$ cat src/rtl/pwm_ramp_controller.sv
// rtl/pwm_ramp_controller.sv - duty-cycle ramp sequencer between the SPI duty register and the PWM
// Walks duty_out toward target_duty in step_size increments every step_period+1 clocks; bypass when disabled.
module pwm_ramp_controller #(
  parameter int PERIOD_W = 16
) (
  input  logic                clk,
  input  logic                rst_n,
  input  logic                enable,
  input  logic [7:0]          target_duty,
  input  logic [3:0]          step_size,
  input  logic [PERIOD_W-1:0] step_period,
  output logic [7:0]          duty_out,
  output logic                busy,
  output logic                done
);

  typedef enum logic [1:0] {
    ST_IDLE   = 2'd0,
    ST_RAMP   = 2'd1,
    ST_BYPASS = 2'd2
  } state_t;

  state_t              state;
  logic [PERIOD_W-1:0] counter;

  logic       step_up;
  logic [8:0] diff;
  logic [8:0] step_eff;
  logic [7:0] step_mag;
  logic [7:0] next_duty;

  // Step magnitude is clamped to the remaining distance, so no overshoot or wrap is possible.
  always_comb begin
    step_up   = 1'b0;
    diff      = 9'd0;
    step_eff  = 9'd0;
    step_mag  = 8'd0;
    next_duty = duty_out;
    step_up   = target_duty > duty_out;
    diff      = step_up ? ({1'b0, target_duty} - {1'b0, duty_out})
                        : ({1'b0, duty_out} - {1'b0, target_duty});
    step_eff  = {5'd0, (step_size == 4'd0) ? 4'd1 : step_size};
    step_mag  = (diff < step_eff) ? diff[7:0] : step_eff[7:0];
    next_duty = step_up ? (duty_out + step_mag) : (duty_out - step_mag);
  end

  always_ff @(posedge clk or negedge rst_n) begin
    if (!rst_n) begin
      state    <= ST_IDLE;
      counter  <= '0;
      duty_out <= 8'd0;
      busy     <= 1'b0;
      done     <= 1'b0;
    end else begin
      done <= 1'b0;
      if (!enable) begin
        state    <= ST_BYPASS;
        counter  <= '0;
        duty_out <= target_duty;
        busy     <= 1'b0;
      end else begin
        case (state)
          ST_BYPASS: begin
            state <= ST_IDLE;
            busy  <= 1'b0;
          end
          ST_IDLE: begin
            if (target_duty != duty_out) begin
              state   <= ST_RAMP;
              counter <= '0;
              busy    <= 1'b1;
            end
          end
          ST_RAMP: begin
            if (target_duty == duty_out) begin
              state <= ST_IDLE;
              busy  <= 1'b0;
              done  <= 1'b1;
            end else if (counter >= step_period) begin
              counter  <= '0;
              duty_out <= next_duty;
              if (next_duty == target_duty) begin
                state <= ST_IDLE;
                busy  <= 1'b0;
                done  <= 1'b1;
              end
            end else begin
              counter <= counter + {{(PERIOD_W-1){1'b0}}, 1'b1};
            end
          end
          default: begin
            state <= ST_IDLE;
            busy  <= 1'b0;
          end
        endcase
      end
    end
  end

endmodule

$ cat config.mk
export PLATFORM = sky130hd
export DESIGN_NAME = pwm_ramp_controller
export DESIGN_NICKNAME = d
export VERILOG_FILES = /design/src/rtl/pwm_ramp_controller.sv
export SDC_FILE = /design/constraint.sdc
export NUM_CORES = 1
export LEC_CHECK = 0
export CAP_MARGIN = 0
export CORE_UTILIZATION = 57
export DETAILED_ROUTE_END_ITERATION = 10
export MAX_ROUTING_LAYER = met4
export PLACE_DENSITY = 0.82
export RECOVER_POWER = 25
export SLEW_MARGIN = 20
export SYNTH_ARGS = -nofsm -noshare
export SYNTH_HDL_FRONTEND = slang
export SYNTH_SLANG_ARGS = --single-unit
export TNS_END_PERCENT = 50
$ cat constraint.sdc
create_clock -name clk -period 6.5 [get_ports clk]
set_input_delay 1.3 -clock clk [delete_from_list [all_inputs] [get_ports clk]]
set_output_delay 1.3 -clock clk [all_outputs]
set_load 0.1 [all_outputs]
==> impl_metrics.csv <==
group,metric,value,unit
status,status,"complete, no violations",
detailed_routing,detail-route-antenna-nets,0,
logic_synthesis,synth_ff_type,"dfrtp_1",
run,drv_cap,0,
logic_synthesis,synth_top_area_cell,"dfrtp_1",
logic_synthesis,ys_ff_latch,27,
power,powerDensity,193.0,mW/mm^2
global_route,first_global_vias,3428,
power,pwr-share-seq,20.7,%
sta,rsz0062_at_grt,"yes",
floorplanning,start_util,60.48,%
sta,fin_ws,0.06667,ns
worst_setup_path,worstSetupPathType,"input port to flip-flop",
clocking,cts_buffer_depth,2,
logic_synthesis,synth_fa_ha_area_share,19.00,%
logic_synthesis,syn_area,0.003148,mm^2
logic_synthesis,synth-edff-count,0,
placement,portBuffers,40,
placement,hpwl,7470,um
worst_setup_path,ff2ff_path_depth,24,
logic_synthesis,async_flop_share,100.0,%
logic_synthesis,syn_nets,476,
detailed_routing,viasPerCell,5.965,
logic_synthesis,synth_top_family_by_area,"compound AO/OA/AOI/OAI gates",
detailed_routing,wl_per_cell,17.05,um
logic_synthesis,ys.warnings.count,0,
detailed_routing,drt_first_iter_violations,247,
logic_synthesis,synth_xor_area_share,5.008,%
global_route,antenna_found_initial,0,
sta,setup_viol,0,
global_route,grt_max_degree,28,
global_route,grt_pass1_wl,16220,um
worst_setup_path,crit_path_max_fanout,6,
detailed_routing,wirelength,10180,um
logic_synthesis,syn_inst,399,
placement,dp_slack,-0.6395,ns
logic_synthesis,synthTopCellsByArea,"dfrtp_1 21%, ha_1 17%, o21ai_0 6.2%",
finish,drive_gt1_share,28.84,%
min_path,hp-class,"flip-flop to flip-flop",
clocking,cts_tree,"yes",
clocking,cts_hold_buf,0,
clocking,cts_sinks,27,
sta,slew_headroom,2.992,%
worst_setup_path,worstPathArrival,6.59,ns
finish,nets,605,
global_route,grt_usage,35.33,%
floorplanning,die-area,0.005824,mm^2
clocking,clk_latency,0.27,ns
floorplanning,core_area,0.005205,mm^2
clocking,ctsRootBufferMaster,"clkbuf_8",
global_route,overflow,0,
finish,fillers,276,
detailed_routing,routed-via-count,3561,
floorplanning,io_pins,41,
power,power.share.switching,41.32,%
logic_synthesis,synth_simple_gate_area_share,20.67,%
sta,hold_violations,0,
sta,max_freq,155.4,MHz
power,switching_power,0.3672,mW
placement,routabilityCongestion,0.9503,
logic_synthesis,syn_avg_cell_area,7.890,um^2
detailed_routing,drc,0,
power,p_clk_share,10.6,%
floorplanning,num_rows,26,
sta,fin_crit,6.433,ns
clocking,path_clk_slew,0.08,ns
power,p_int,0.5216,mW
clocking,h-tree-depth,1,
worst_setup_path,required,6.66,ns
power,p_leak,2.213,nW
detailed_routing,first_pass_iters,5,
finish,area_growth,46.26,%
sta,maxSlewViolCount,0,
worst_setup_path,cp-end-kind,"flip-flop",
logic_synthesis,synth_compound_area_share,24.80,%
power,ir_drop,0.1428,mV
clocking,cts_buffers,3,
logic_synthesis,synth_cell_types,55,
sta,finClkSkew,0.009369,ns
min_path,whs_path_depth,1,
floorplanning,die_x,76.32,um
sta,fin_hold_ws,0.4941,ns
logic_synthesis,synth_top_area_share,21.46,%
floorplanning,die_h,76.32,um
sta,worst_pin_slew,1.455,ns
power,combPwrFrac,68.7,%
logic_synthesis,seq_area_frac_synth,21.46,%
logic_synthesis,synth.area.mux_share,2.266,%
finish,n_antenna_cell,0,
sta,finalCritPeriodShare,98.97,%
worst_setup_path,crit_path_start_kind,"input port",
registers in the layout (all words and copies together), names as in the netlist:
name / cells
counter: 16
duty_out: 8
state: 2
done: 1
logic make-up after synthesis:
| group | after synthesis |
|---|---|
| multiplexers | 7 |
| buffers and inverters | 55 |
| XOR/XNOR | 18 |
| flip-flops | 27 |
| AND/OR/NAND/NOR | 127 |
| AO/OA/AOI/OAI | 119 |
| adder cells (fa/ha/maj) | 46 |
synth_stat cells, drive strengths merged (4+ instances only):
| master | number |
|---|---|
| nand2b | 4 |
| o21a | 5 |
| o211ai | 4 |
| mux2i | 6 |
| a221o | 4 |
| a21o | 10 |
| nor2b | 10 |
| dfrtp | 27 |
| nand2 | 34 |
| inv | 45 |
| xnor2 | 15 |
| nand3 | 5 |
| o221ai | 5 |
| ha | 43 |
| and3 | 17 |
| a21oi | 18 |
| nor2 | 28 |
| o21ai | 45 |
| clkbuf | 9 |
| nor3 | 11 |
| a211oi | 6 |
per-stage QoR:
step | cell area, um^2 | instances | power (mW) | util [%] | TNS, ns
floorplan | 3226 | 399 | 0.4997 | - | -0.2150
global placement | 4248 | 578 | 0.6974 | 81.61 | -1.102
detailed placement | 4248 | 578 | 0.7117 | 81.61 | -1.941
CTS | 4412 | 586 | 0.8372 | 84.76 | 0
global route | 4604 | 597 | 0.9403 | 88.46 | -0.1948
finish | 4604 | 597 | 0.8888 | 88.46 | 0
power groups by stage:
stage	sequential (mW)	clock (mW)	combinational [mW]
5_1_grt	0.184	0.104	0.652
3_3_place_gp	0.185	0	0.512
6_report	0.184	0.0942	0.611
3_5_place_dp	0.185	0	0.526
2_1_floorplan	0.218	0	0.282
4_1_cts	0.183	0.0955	0.559
worst max-delay path, stage by stage:
cell,delay [ns]
buf_8,0.10
inv_4,0.05
ha_4,0.20
a21o_1,0.20
a21o_1,0.22
or4_4,0.55
and3_4,0.18
or3_4,0.33
and2_4,0.17
a2111o_1,0.44
a21oi_4,0.23
nor3_4,0.05
a21o_1,0.16
ha_1,0.26
nand2_1,0.06
o21a_1,0.12
ha_1,0.30
nor2b_4,0.13
o21ai_2,0.16
a21oi_2,0.10
o41ai_2,0.31
xnor2_1,0.20
xnor2_1,0.17
and3_1,0.20
o2111ai_2,0.14
o211a_1,0.24
path summary, 6_finish.rpt:
kind | slack (ns) | startpoint | endpoint
worst max register to register | 0.66 | duty_out[1] | state[0]
max in group asynchronous | 3.75 | rst_n | counter[9]
min in group asynchronous | 1.90 | rst_n | counter[8]
worst max-delay path | 0.07 | target_duty[6] | state[0]
worst min-delay path | 0.49 | state[1] | done
worst min register to register | 0.49 | state[1] | done
area by class of cell:
cell class | count | area (um^2) | area share [%]
multi-input cells | 317 | 2526 | 54.86
repair buffers | 134 | 1099 | 23.86
flip-flops and latches | 27 | 675.6 | 14.67
inverters | 45 | 171.4 | 3.723
well taps | 70 | 87.58 | 1.902
clock buffers | 4 | 45.04 | 0.9783
cell usage in the layout, fill, tap and decap left out, types with 3 or more instances in the layout:
cell type,count
a31oi_1,3
a21o_1,10
inv_2,7
buf_4,89
a21oi_2,4
xor2_1,3
clkbuf_8,3
o21a_1,4
xnor2_1,15
nor3_1,9
nor2_1,28
o221ai_1,5
ha_1,31
and3_1,15
mux2i_1,6
o211ai_1,4
a221o_1,4
ha_4,10
fa_1,3
nand2_1,33
a21oi_1,12
dfrtp_1,27
clkdlybuf4s50_1,31
inv_1,37
a211oi_1,3
buf_6,5
nand2b_1,4
clkbuf_2,5
o22ai_1,3
nor2b_1,8
o21ai_1,5
o21ai_0,38
nand3_1,5
layer usage:
layer  vias up  GRT usage (%)  wire, um
li1       1689              -         -
met1      1706          45.76      4429
met2       144          59.46      4943
met3        22          4.671       606
met4         0          6.346       196
met5         -              -         0
timing repair:
action | CTS | global route
setup endpoints to repair | 4 | 4
setup buffers | 4 | 11
resized for setup | 32 | 42
hold endpoints to repair | 0 | 0
pin swaps | 18 | 24
Note: power is estimated with default switching activity, not from simulation.
